$ cat src/rtl/kfps2kb_queue.sv
// kfps2kb_queue: PS/2 keyboard front end with a keycode FIFO.
// Decodes set-2 prefixes (F0 break, E0 extended, E1 pause) and translates
// codes to PC/XT set 1. Results are queued so the host side can drain
// several codes per interrupt.
//
// Ports:
//   clock          system clock
//   reset          synchronous, active-low reset
//   rx_data        received byte from the PS/2 shift register
//   rx_valid       one-cycle strobe, rx_data valid
//   rx_error       one-cycle strobe, parity/framing/timeout error
//   pop            consume the head entry (ignored while irq=0)
//   clear_overflow clears the sticky overflow flag
//   irq            FIFO not empty
//   keycode        head entry, 00 when empty
//   count          FIFO occupancy
//   overflow       sticky, set whenever a code is lost
module kfps2kb_queue #(
    parameter int DEPTH           = 16,
    parameter bit TRANSLATE       = 1'b1,
    parameter bit DROP_FAKE_SHIFT = 1'b1
) (
    input  logic                       clock,
    input  logic                       reset,
    input  logic [7:0]                 rx_data,
    input  logic                       rx_valid,
    input  logic                       rx_error,
    input  logic                       pop,
    input  logic                       clear_overflow,
    output logic                       irq,
    output logic [7:0]                 keycode,
    output logic [$clog2(DEPTH+1)-1:0] count,
    output logic                       overflow
);

    localparam int PW = $clog2(DEPTH);
    localparam int CW = $clog2(DEPTH+1);
    localparam logic [CW-1:0] FULL = CW'(DEPTH);

    // Set-2 to set-1 translation for codes 00..7F.
    localparam logic [7:0] XT_MAP [0:127] = '{
        8'hff, 8'h43, 8'h41, 8'h3f, 8'h3d, 8'h3b, 8'h3c, 8'h58, 8'h64, 8'h44, 8'h42, 8'h40, 8'h3e, 8'h0f, 8'h29, 8'h59,
        8'h65, 8'h38, 8'h2a, 8'h70, 8'h1d, 8'h10, 8'h02, 8'h5a, 8'h66, 8'h71, 8'h2c, 8'h1f, 8'h1e, 8'h11, 8'h03, 8'h5b,
        8'h67, 8'h2e, 8'h2d, 8'h20, 8'h12, 8'h05, 8'h04, 8'h5c, 8'h68, 8'h39, 8'h2f, 8'h21, 8'h14, 8'h13, 8'h06, 8'h5d,
        8'h69, 8'h31, 8'h30, 8'h23, 8'h22, 8'h15, 8'h07, 8'h5e, 8'h6a, 8'h72, 8'h32, 8'h24, 8'h16, 8'h08, 8'h09, 8'h5f,
        8'h6b, 8'h33, 8'h25, 8'h17, 8'h18, 8'h0b, 8'h0a, 8'h60, 8'h6c, 8'h34, 8'h35, 8'h26, 8'h27, 8'h19, 8'h0c, 8'h61,
        8'h6d, 8'h73, 8'h28, 8'h74, 8'h1a, 8'h0d, 8'h62, 8'h6e, 8'h3a, 8'h36, 8'h1c, 8'h1b, 8'h75, 8'h2b, 8'h63, 8'h76,
        8'h55, 8'h56, 8'h77, 8'h78, 8'h79, 8'h7a, 8'h0e, 8'h7b, 8'h7c, 8'h4f, 8'h7d, 8'h4b, 8'h47, 8'h7e, 8'h7f, 8'h6f,
        8'h52, 8'h53, 8'h50, 8'h4c, 8'h4d, 8'h48, 8'h01, 8'h45, 8'h57, 8'h4e, 8'h51, 8'h4a, 8'h37, 8'h49, 8'h46, 8'h54
    };

    // Only 83 (F7) is remapped in the upper half; everything else passes.
    function automatic logic [7:0] xlate(input logic [7:0] c);
        logic [7:0] r;
        if (c[7]) r = (c == 8'h83) ? 8'h41 : c;
        else      r = XT_MAP[c[6:0]];
        return r;
    endfunction

    typedef enum logic [2:0] {IDLE, BRK, EXT, EXT_BRK, EMIT} state_t;

    state_t        state, state_n;
    logic [7:0]    emit_code, emit_code_n;
    logic          push_req;
    logic [7:0]    push_data;
    logic          strobe_lost;

    // ---------------- decoder ----------------
    always_ff @(posedge clock) begin
        if (!reset) begin
            state     <= IDLE;
            emit_code <= 8'h00;
        end else begin
            state     <= state_n;
            emit_code <= emit_code_n;
        end
    end

    always_comb begin
        state_n     = state;
        emit_code_n = emit_code;
        push_req    = 1'b0;
        push_data   = 8'h00;
        strobe_lost = 1'b0;
        if (state == EMIT) begin
            // The second half of an E0 pair owns the push slot; any strobe
            // landing here cannot be queued and counts as lost.
            push_req    = 1'b1;
            push_data   = emit_code;
            state_n     = IDLE;
            strobe_lost = rx_valid | rx_error;
        end else if (rx_error) begin
            push_req  = 1'b1;
            push_data = 8'hff;
            state_n   = IDLE;
        end else if (rx_valid) begin
            if (!TRANSLATE) begin
                push_req  = (rx_data != 8'hfa);
                push_data = rx_data;
            end else if (rx_data == 8'hfa || rx_data == 8'hee) begin
                // acknowledge / echo: dropped, prefix state kept
            end else if (rx_data == 8'h00 || rx_data == 8'hff) begin
                push_req  = 1'b1;
                push_data = 8'hff;
                state_n   = IDLE;
            end else if (rx_data == 8'hf0) begin
                if (state == EXT)       state_n = EXT_BRK;
                else if (state == IDLE) state_n = BRK;
            end else if (rx_data == 8'he0) begin
                state_n = EXT;
            end else if (rx_data == 8'he1) begin
                push_req  = 1'b1;
                push_data = 8'he1;
                state_n   = IDLE;
            end else begin
                case (state)
                    IDLE: begin
                        push_req  = 1'b1;
                        push_data = xlate(rx_data);
                    end
                    BRK: begin
                        push_req  = 1'b1;
                        push_data = xlate(rx_data) | 8'h80;
                        state_n   = IDLE;
                    end
                    default: begin
                        // EXT / EXT_BRK. E0 12 / E0 59 are the fake shifts
                        // some keyboards wrap around extended keys.
                        if (DROP_FAKE_SHIFT && (rx_data == 8'h12 || rx_data == 8'h59)) begin
                            state_n = IDLE;
                        end else begin
                            push_req    = 1'b1;
                            push_data   = 8'he0;
                            emit_code_n = xlate(rx_data) | ((state == EXT_BRK) ? 8'h80 : 8'h00);
                            state_n     = EMIT;
                        end
                    end
                endcase
            end
        end
    end

    // ---------------- FIFO ----------------
    logic [7:0]    mem [DEPTH];
    logic [PW-1:0] rd_ptr, wr_ptr, rd_n, wr_n;
    logic [CW-1:0] cnt_n;
    logic [7:0]    head_n;
    logic          do_pop, do_push, ovf_set;

    always_comb begin
        do_pop  = pop & irq;
        // Full FIFO still accepts a push when the head is popped together.
        do_push = push_req & ((count != FULL) | do_pop);
        ovf_set = (push_req & ~do_push) | strobe_lost;
        rd_n    = do_pop  ? rd_ptr + 1'b1 : rd_ptr;
        wr_n    = do_push ? wr_ptr + 1'b1 : wr_ptr;
        cnt_n   = count;
        if (do_push && !do_pop)      cnt_n = count + 1'b1;
        else if (!do_push && do_pop) cnt_n = count - 1'b1;
        // New head may be the entry written this very cycle: bypass it.
        if (cnt_n == '0)                     head_n = 8'h00;
        else if (do_push && wr_ptr == rd_n)  head_n = push_data;
        else                                 head_n = mem[rd_n];
    end

    always_ff @(posedge clock) begin
        if (do_push) mem[wr_ptr] <= push_data;
    end

    always_ff @(posedge clock) begin
        if (!reset) begin
            rd_ptr   <= '0;
            wr_ptr   <= '0;
            count    <= '0;
            irq      <= 1'b0;
            keycode  <= 8'h00;
            overflow <= 1'b0;
        end else begin
            rd_ptr  <= rd_n;
            wr_ptr  <= wr_n;
            count   <= cnt_n;
            irq     <= (cnt_n != '0);
            keycode <= head_n;
            if (ovf_set)             overflow <= 1'b1;
            else if (clear_overflow) overflow <= 1'b0;
        end
    end

endmodule

$ cat config.mk
export PLATFORM = sky130hd
export DESIGN_NAME = kfps2kb_queue
export DESIGN_NICKNAME = d
export VERILOG_FILES = /design/src/rtl/kfps2kb_queue.sv
export SDC_FILE = /design/constraint.sdc
export NUM_CORES = 1
export LEC_CHECK = 0
export BUFFER_PORTS_ARGS = -buffer_cell sky130_fd_sc_hd__clkbuf_2
export CORE_MARGIN = 4
export CORE_UTILIZATION = 40
export DETAILED_ROUTE_END_ITERATION = 6
export SLEW_MARGIN = 10
export SYNTH_ARGS = -nofsm -noshare
export SYNTH_HDL_FRONTEND = slang
export SYNTH_SLANG_ARGS = --single-unit
$ cat constraint.sdc
create_clock -name clock -period 3.3 [get_ports clock]
set_input_delay 0.495 -clock clock [delete_from_list [all_inputs] [get_ports clock]]
set_output_delay 0.495 -clock clock [all_outputs]
set_load 0.05 [all_outputs]
==> results.ini, run 1 <==
[run_status]
status = complete, no violations

[min_path]
hold_depth = 4
hold_class = in2reg

[pwr]
finalPower_mw = 6.23
cellPowerDensity_mw_per_mm2 = 580
ir_drop_uv = 401
leakagePower_nw = 3.87

[sta]
hold_viol_final = 0
worstMarginPinSlew_ps = 833
fin_setup_tns_ps = 0
finalCritPeriodShare_pct = 83.9
period_needed_ps = 2770
maxSlewViolCount = 0
max_slew_margin_pct = 44.5
fin_skew_ps = 10.3
setup_violations = 0
rsz0062_at_grt = false
clock.fmax_mhz = 361

[floorplan]
core_mm2 = 0.0228
die-area_mm2 = 0.0258
die_w_um = 161
ios = 29
rows = 55
start_util_pct = 40.9
fp.dieH_um = 161

[global_routing]
grt_pass1_wl_um = 43800
grt_pass1_vias = 7659
grt_util_all_layers_pct = 21.5
grt_max_degree = 72
gr-total-overflow = 0
antenna_found_initial = 0

[critical_path]
cpPeakStageDelay_ps = 310
cp_top_family = compound AO/OA/AOI/OAI gates
crit_arrival_ps = 3120
rr_worst_depth = 7
crit_type = in2reg
path_depth = 12
worst_path_max_delay_cell = ha_1
startpoint_type = input port
path_cells = clkbuf_2 -> buf_4 -> ha_1 -> and3_1 -> o211a_1 -> o31a_1 -> buf_4 -> a31oi_4 -> nand4_4 -> inv_1 -> o21ai_0 -> a21oi_1
critPathCaptureType = flip-flop
cp_data_required_time_ps = 3650
critPathMostFrequentCell = buf_4
path_max_fanout = 15
cp_num_buf_inv = 4

[detailed_routing]
drtPass1Iterations = 6
drc = 0
via_per_inst = 6.05
drt_iter0_markers = 974
wl_per_cell_um = 20.9
vias = 8160
wl_um = 28200
drtAntennaViolNets = 0

[place]
port_buffers = 28
dp_cells = 1317
dp_hpwl_um = 18300
globalplace.congestion = 0.983

[cts]
cts_resized = 0
clock_latency_ps = 420
cts_sinks = 162
cts-buffers-inserted = 17
cts_setup_buffers = 0
ctsHoldBuffers = 0
cts_tree = built
clock-root-buffer = clkbuf_16
clkTransAtPathRegs_ps = 60
clk_path_buf_depth = 2
htree_levels = 4

[synth]
synthCells = 989
synth_ff_type = edfxtp_1
synthTopCellsByCount = 146 x nand3_1, 128 x edfxtp_1, 86 x nand2_1
ys_types = 74
async_flop_share_pct = 0
yosys-top-cells-area = edfxtp_1 41%, nand3_1 7.8%, dfxtp_1 7.3%, nand2_1 3.5%, a21oi_1 3.0%
netlist.area_leader.share_pct = 41.3
yosys.cell_count.top_type = nand3_1
avgSynthCellArea_um2 = 9.42
synth_seq_cells = 162
yosys.area.top_type = edfxtp_1
synth_nets = 1018
seq_area_frac_synth_pct = 48.6
synth_edf_count = 128
syn_area_mm2 = 0.00932
ys_warn_count = 0

[flow_run]
drv_cap = 0

[layout]
diodes = 0
drive_above_1_share_pct = 15.7
fin_nets = 1052
area_growth_pct = 15.3
final_cells = 1349

-- layer usage --
layer / part of all wire, % / global-route usage [%] / vias up
met5: 0 / 0 / -
met4: 3.1 / 8.56 / 0
met3: 5.9 / 2.72 / 59
met2: 47 / 34.7 / 345
li1: - / - / 3804
met1: 44 / 29.6 / 3952
-- cells in the final DEF, fill, tap and decap left out, types with 6 or more instances in the layout --
cell / netlist / routed
nand3_1: 146 / 146
edfxtp_1: 128 / 128
nand2_1: 86 / 85
nor2_1: 72 / 72
buf_4: 2 / 64
a21oi_1: 55 / 55
o21ai_0: 37 / 37
a31oi_1: 36 / 36
nand4_1: 36 / 36
dfxtp_1: 34 / 33
and3_1: 29 / 29
clkbuf_2: 0 / 28
nor3_1: 22 / 21
clkbuf_16: 0 / 17
inv_1: 16 / 16
nand2b_1: 14 / 14
ha_1: 15 / 14
nor2b_1: 11 / 11
a211oi_1: 10 / 10
mux2i_1: 11 / 10
o311ai_0: 9 / 9
nor3b_1: 7 / 7
and2_1: 8 / 7
or2_2: 7 / 7
a32oi_1: 7 / 7
xor2_1: 7 / 7
buf_12: 0 / 7
o31ai_1: 6 / 6
a311oi_1: 6 / 6
xnor2_1: 9 / 6
-- tightest hold or removal path, delay by kind of cell --
kind / cells / cell delay, ps
and+or+nand+nor: 2 / 130
AOI/OAI and AO/OA: 1 / 60
buffers and inverters: 1 / 70
-- registers in the layout, indices dropped and copies added, names as in the netlist --
| name | count |
|---|---|
| count | 5 |
| emit_code | 8 |
| irq | 1 |
| keycode | 8 |
| mem | 128 |
| overflow | 1 |
| rd_ptr | 4 |
| state | 3 |
| wr_ptr | 4 |
-- cell type report --
cell class | instances | area (µm²)
inverter | 18 | 67.6
timing repair buffer | 99 | 761
tap | 313 | 392
sequential | 162 | 4530
clock buffer | 20 | 437
multi-input combinational | 725 | 4400
fill | 2117 | 12000
clock inverter | 12 | 156
-- stage by stage --
stage / worst slack (ps) / cell area [µm²] / hold slack (ps) / utilization, %
floorplan: -46.4 / 9320 / 452 / -
global placement: 166 / 10100 / 466 / 44.5
detailed placement: 146 / 10100 / 485 / 44.5
CTS: 590 / 10700 / 385 / 47.2
global route: 366 / 10700 / 472 / 47.2
finish: 530 / 10700 / 395 / 47.2
-- worst paths after layout --
| check | from | to | slack, ps |
|---|---|---|---|
| max reg2reg | rd_ptr[0] | keycode[5] | 730 |
| min | clear_overflow | overflow | 400 |
| min reg2reg | emit_code[7] | emit_code[7] | 500 |
| max | rx_data[0] | keycode[2] | 530 |
-- cell families after synthesis --
family                     after synthesis  synth area share [%]
DFF                                    162                  48.6
AOI/OAI and AO/OA                      219                  16.0
adders and majority gates               16                  2.12
xor gates and xnor gates                16                  1.50
buffers and inverters                  102                  4.69
and+or+nand+nor                        459                  25.1
muxes                                   15                  2.03
-- power breakdown --
group	total, mW	internal [mW]	leakage, nW	switching (mW)
Combinational	1.80	0.547	2.16	1.25
Sequential	2.44	2.34	1.43	0.0986
Clock	1.99	1.19	0.280	0.796
Note: power is estimated with default switching activity, not from simulation.
==> inputs of run 2 (changes only) <==
==> constraint.sdc (replaced) <==
create_clock -name clock -period 2.45 [get_ports clock]
set_input_delay 0.3675 -clock clock [delete_from_list [all_inputs] [get_ports clock]]
set_output_delay 0.3675 -clock clock [all_outputs]
set_load 0.05 [all_outputs]
==> results.ini, run 2 (synthesis gave the netlist of run 1 again) <==
[detailed_routing]
via_per_inst = 5.96  ; was 6.05
vias = 8708  ; was 8160
drtPass1Iterations = 5  ; was 6
wl_um = 30000  ; was 28200 µm
wl_per_cell_um = 20.5  ; was 20.9 µm
drt_iter0_markers = 994  ; was 974
drtAntennaViolNets = 0  ; unchanged
drc = 0  ; unchanged

[layout]
layout_common_cells = 148 x buf_4, 146 x nand3_1, 128 x edfxtp_1  ; was 146 x nand3_1, 128 x edfxtp_1, 85 x nand2_1
fin_nets = 1163  ; was 1052
diodes = 0  ; unchanged
largest_register_ffs = 128  ; unchanged
drive_above_1_share_pct = 28.0  ; was 15.7%
final_common_cell = buf_4  ; was nand3_1
area_growth_pct = 31.3  ; was 15.3%
top_register = mem  ; unchanged
largestRegisters = mem x128, emit_code x8, keycode x8  ; unchanged
final_cells = 1460  ; was 1349

[floorplan]
core_mm2 = 0.0228  ; unchanged
fp.dieH_um = 161  ; unchanged
ios = 29  ; unchanged
die-area_mm2 = 0.0258  ; unchanged
rows = 55  ; unchanged
die_w_um = 161  ; unchanged
start_util_pct = 40.9  ; unchanged

[global_routing]
grt_pass1_vias = 8262  ; was 7659
gr-total-overflow = 0  ; unchanged
antenna_found_initial = 0  ; unchanged
grt_pass1_wl_um = 46600  ; was 43800 µm
grt_util_all_layers_pct = 22.9  ; was 21.5%
grt_max_degree = 55  ; was 72

[place]
port_buffers = 28  ; unchanged
dp_cells = 1424  ; was 1317
dpl_worst_slack_ps = -485  ; was 146 ps
dp_hpwl_um = 20900  ; was 18300 µm
globalplace.congestion = 1.01  ; was 0.983

[critical_path]
crit_arrival_ps = 2710  ; was 3120 ps
crit_type = in2reg  ; unchanged
cp_data_required_time_ps = 2740  ; was 3650 ps
startpoint_type = input port  ; unchanged
critPathCaptureType = flip-flop  ; unchanged
path_max_fanout = 16  ; was 15

[cts]
clock-root-buffer = clkbuf_16  ; unchanged
clk_path_buf_depth = 2  ; unchanged
cts_sinks = 162  ; unchanged
ctsHoldBuffers = 0  ; unchanged
cts_tree = built  ; unchanged
cts-buffers-inserted = 17  ; unchanged
clkTransAtPathRegs_ps = 60  ; about the same
htree_levels = 4  ; unchanged
clock_latency_ps = 430  ; was 420 ps

[pwr]
power_frac_comb_pct = 34.2  ; was 28.9%
leakagePower_nw = 4.55  ; was 3.87 nW
seq_power_share_pct = 36.8  ; was 39.2%
ir_drop_uv = 517  ; was 401 µV
internal-power_mw = 5.68  ; was 4.08 mW
swShare_pct = 35.5  ; was 34.5%
cellPowerDensity_mw_per_mm2 = 721  ; was 580 mW/mm²
switchingPower_mw = 3.13  ; was 2.15 mW
p_clk_share_pct = 29.1  ; was 31.9%

[sta]
setup_violations = 0  ; unchanged
clock.fmax_mhz = 413
finalCritPeriodShare_pct = 98.7
hold_viol_final = 0  ; unchanged
max_slew_margin_pct = 54.5  ; was 44.5%
maxSlewViolCount = 0  ; unchanged
fin_ws_ps = 30.9  ; was 530 ps
period_needed_ps = 2420
worstMarginPinSlew_ps = 673  ; was 833 ps
fin_skew_ps = 12.8  ; was 10.3 ps

[min_path]
hold_class = in2reg  ; unchanged

[flow_run]
drv_cap = 0  ; unchanged

[run_status]
status = complete, no violations  ; unchanged

run 2: changes by cell type in the layout (fill, tap and decap cells not counted), sizes merged:
| cell | delta |
|---|---|
| buf | +111 |
| inv | +4 |
| bufinv | -2 |
| clkbuf | -1 |
| clkinvlp | -1 |
run 2: timing repair:
action                     CTS  global route
hold endpoints to repair     0             0
setup endpoints to repair   40            89
resized for setup            4            17
pin swaps                    1             3
buffers inserted             1             3
run 2: through the flow:
step	area [µm²]	TNS, ps	hold slack, ps	total power [mW]	util, %
global route	12200	-124	293	9.17	53.7
finish	12200	0	263	8.81	53.7
CTS	12100	0	252	8.73	53.2
global placement	11500	-76680	470	6.14	50.5
detailed placement	11500	-82920	484	6.15	50.5
floorplan	9610	-24650	452	4.99	-
run 2: power by group through the flow:
| stage | Clock [mW] | Sequential [mW] | Combinational, mW |
|---|---|---|---|
| detailed placement | 0 | 3.30 | 2.85 |
| global placement | 0 | 3.30 | 2.84 |
| CTS | 2.59 | 3.24 | 2.90 |
| floorplan | 0 | 3.55 | 1.44 |
| finish | 2.56 | 3.24 | 3.01 |
| global route | 2.70 | 3.25 | 3.22 |
run 2: worst max-delay path: stages:
cell	delay, ps
clkbuf_2	130
buf_12	150
ha_1	290
or2_2	380
a311oi_2	300
nor3_1	80
o41a_1	450
o21ai_1	210
nor2b_4	200
buf_12	140
run 2: layer usage:
| layer | track usage, % | up-vias | wire length, µm | share of wire, % |
|---|---|---|---|---|
| li1 | - | 4048 | - | - |
| met1 | 31.6 | 4225 | 12800 | 43 |
| met2 | 37.3 | 381 | 14300 | 48 |
| met3 | 3.82 | 54 | 2220 | 7.4 |
| met4 | 6.37 | 0 | 665 | 2.2 |
| met5 | 0 | - | 0 | 0 |
run 2: worst paths after layout:
path,startpoint,end,slack (ps),cells after the start
max,rx_data[0],mem[2][5],30,10
min,clear_overflow,overflow,260,4
max reg2reg,state[2],keycode[1],140,10
min reg2reg,emit_code[0],emit_code[0],490,2
run 2: final cells by class:
cell class	instances	area [µm²]
clock buffer	19	433
clock inverter	13	124
fill	2022	10500
inverter	18	77.6
multi-input combinational	725	4760
sequential	162	4530
tap	313	392
timing repair buffer	210	1920
==> inputs of run 3 (changes only) <==
==> constraint.sdc (replaced) <==
create_clock -name clock -period 2.2 [get_ports clock]
set_input_delay 0.33 -clock clock [delete_from_list [all_inputs] [get_ports clock]]
set_output_delay 0.33 -clock clock [all_outputs]
set_load 0.05 [all_outputs]
==> results.ini, run 3 (synthesis gave the netlist of run 1 again) <==
[critical_path]
cp_data_required_time_ps = 2560  ; was 2740 ps
rr_worst_depth = 8  ; was 10
startpoint_type = flip-flop  ; was input port
reg2reg_from = state[2]  ; unchanged
crit_type = reg2reg  ; was in2reg
crit_start = state[2]  ; was rx_data[0]
path_max_fanout = 7  ; was 16
cp-endpoint = keycode[3]  ; was mem[2][5]
regToRegEndpoint = keycode[3]  ; was keycode[1]
reg2reg_setup_slack_ps = -30  ; was 140 ps
critPathCaptureType = flip-flop  ; unchanged
crit_arrival_ps = 2590  ; was 2710 ps

[floorplan]
die-area_mm2 = 0.0258  ; unchanged
ios = 29  ; unchanged
core_mm2 = 0.0228  ; unchanged
start_util_pct = 40.9  ; unchanged
rows = 55  ; unchanged
die_w_um = 161  ; unchanged
fp.dieH_um = 161  ; unchanged

[layout]
area_growth_pct = 40.3  ; was 31.3%
final_common_cell = buf_4  ; unchanged
fin_area_mm2 = 0.0131  ; was 0.0122 mm²
largestRegisters = mem x128, emit_code x8, keycode x8  ; unchanged
final_util_pct = 57.4  ; was 53.7%
drive_above_1_share_pct = 33.5  ; was 28.0%
top_register = mem  ; unchanged
layout_common_cells = 158 x buf_4, 146 x nand3_1, 128 x edfxtp_1  ; was 148 x buf_4, 146 x nand3_1, 128 x edfxtp_1
largest_register_ffs = 128  ; unchanged
fill_cells = 1894  ; was 2022
diodes = 0  ; unchanged
fin_nets = 1201  ; was 1163

[global_routing]
grt_max_degree = 58  ; was 55
grt_pass1_vias = 8471  ; was 8262
antenna_found_initial = 0  ; unchanged
gr-total-overflow = 0  ; unchanged
grt_util_all_layers_pct = 23.9  ; was 22.9%
grt_pass1_wl_um = 48500  ; was 46600 µm

[cts]
cts_tree = built  ; unchanged
clkTransAtPathRegs_ps = 70  ; was 60 ps
htree_levels = 4  ; unchanged
ctsHoldBuffers = 0  ; unchanged
clock_latency_ps = 430  ; about the same
cts-buffers-inserted = 17  ; unchanged
clock-root-buffer = clkbuf_16  ; unchanged
clk_path_buf_depth = 2  ; unchanged
cts_sinks = 162  ; unchanged

[flow_run]
drv_cap = 0  ; unchanged

[detailed_routing]
vias = 9040  ; was 8708
drc = 0  ; unchanged
drt_iter0_markers = 1095  ; was 994
wl_per_cell_um = 21.5  ; was 20.5 µm
drtAntennaViolNets = 0  ; unchanged
drtPass1Iterations = 5  ; unchanged
via_per_inst = 6.03  ; was 5.96
wl_um = 32100  ; was 30000 µm

[pwr]
finalPower_mw = 10.5  ; was 8.81 mW
leakagePower_nw = 4.87  ; was 4.55 nW
p_clk_share_pct = 28.3  ; was 29.1%
power_frac_comb_pct = 37.0  ; was 34.2%
internal-power_mw = 6.76  ; was 5.68 mW
seq_power_share_pct = 34.6  ; was 36.8%
switchingPower_mw = 3.72  ; was 3.13 mW
ir_drop_uv = 589  ; was 517 µV
cellPowerDensity_mw_per_mm2 = 802  ; was 721 mW/mm²
swShare_pct = 35.5  ; about the same

[sta]
rsz0062_at_grt = true
period_needed_ps = 2230
maxSlewViolCount = 0  ; unchanged
fin_skew_ps = 10.5  ; was 12.8 ps
fin_ws_ps = -29.1  ; was 30.9 ps
worstMarginPinSlew_ps = 555  ; was 673 ps
fin_setup_tns_ps = -234  ; was 0 ps
max_slew_margin_pct = 62.0  ; was 54.5%
finalHoldWorstSlack_ps = 215  ; was 263 ps
finalCritPeriodShare_pct = 101
setup_violations = 25  ; was 0
hold_viol_final = 0  ; unchanged
clock.fmax_mhz = 449

[run_status]
status = finished, violations left  ; was complete, no violations
violations = negative setup slack

[min_path]
hold_depth = 4  ; unchanged
hold_class = in2reg  ; unchanged

[place]
port_buffers = 28  ; unchanged
dp_hpwl_um = 21200  ; was 20900 µm
place_area_mm2 = 0.0117  ; was 0.0115 mm²
globalplace.congestion = 0.960  ; was 1.01

[run 3: changes by cell type in the layout (fill, tap and decap cells not counted), moves of 5 or more]
cell / before / now
buf_4: 148 / 158
buf_6: 1 / 19
inv_6: 7 / 2
nor2_1: 59 / 54
nor2_4: 8 / 14
[run 3: routing by layer]
layer / vias to the layer above / global-route usage [%] / share of wire, %
li1: 4120 / - / -
met1: 4429 / 33.7 / 42
met2: 442 / 38.7 / 48
met3: 49 / 4.29 / 8.1
met4: 0 / 5.04 / 1.9
met5: - / 0 / 0
[run 3: critical path, cell delays in order, from the launching register on]
cell	delay, ps
dfxtp_2	330
or2_1	250
o211a_1	150
o31a_1	410
a31oi_4	210
buf_12	170
nand4_4	200
a211o_1	320
a21oi_2	120
[run 3: area by class of cell]
class / instances / area (µm²) / share of cell area [%]
Clock buffer: 18 / 429 / 3.28
Clock inverter: 14 / 156 / 1.20
Inverter: 18 / 87.6 / 0.670
Multi-Input combinational cell: 727 / 5090 / 38.9
Sequential cell: 162 / 4530 / 34.6
Tap cell: 313 / 392 / 3.00
Timing Repair Buffer: 246 / 2390 / 18.3
[run 3: what timing repair did]
item / in CTS / in global routing
resized for setup: 28 / 92
endpoints found under the hold margin: 0 / 0
pin swaps: 9 / 30
gates cloned: 2 / 3
endpoints found under the setup margin: 174 / 234
setup buffers: 7 / 12
[run 3: worst min-delay path by stage]
stage                   start           end  slack (ps)
2_1_floorplan    emit_code[0]  emit_code[0]         450
3_3_place_gp     emit_code[0]  emit_code[0]         470
3_5_place_dp     emit_code[0]  emit_code[0]         480
4_1_cts        clear_overflow      overflow         210
5_1_grt        clear_overflow      overflow         230
6_report       clear_overflow      overflow         220
[run 3: power by group through the flow]
| stage | sequential [mW] | clock, mW | combinational [mW] |
|---|---|---|---|
| 2_1_floorplan | 3.96 | 0 | 1.63 |
| 3_3_place_gp | 3.69 | 0 | 3.29 |
| 3_5_place_dp | 3.69 | 0 | 3.32 |
| 4_1_cts | 3.63 | 2.99 | 3.46 |
| 5_1_grt | 3.64 | 3.13 | 4.11 |
| 6_report | 3.63 | 2.97 | 3.88 |
[run 3: metrics by stage]
stage / instances / setup slack [ps]
3_3_place_gp: 1443 / -526
5_1_grt: 1498 / -84.9
2_1_floorplan: 989 / -480
4_1_cts: 1484 / -4.70
6_report: 1498 / -29.1
3_5_place_dp: 1443 / -589
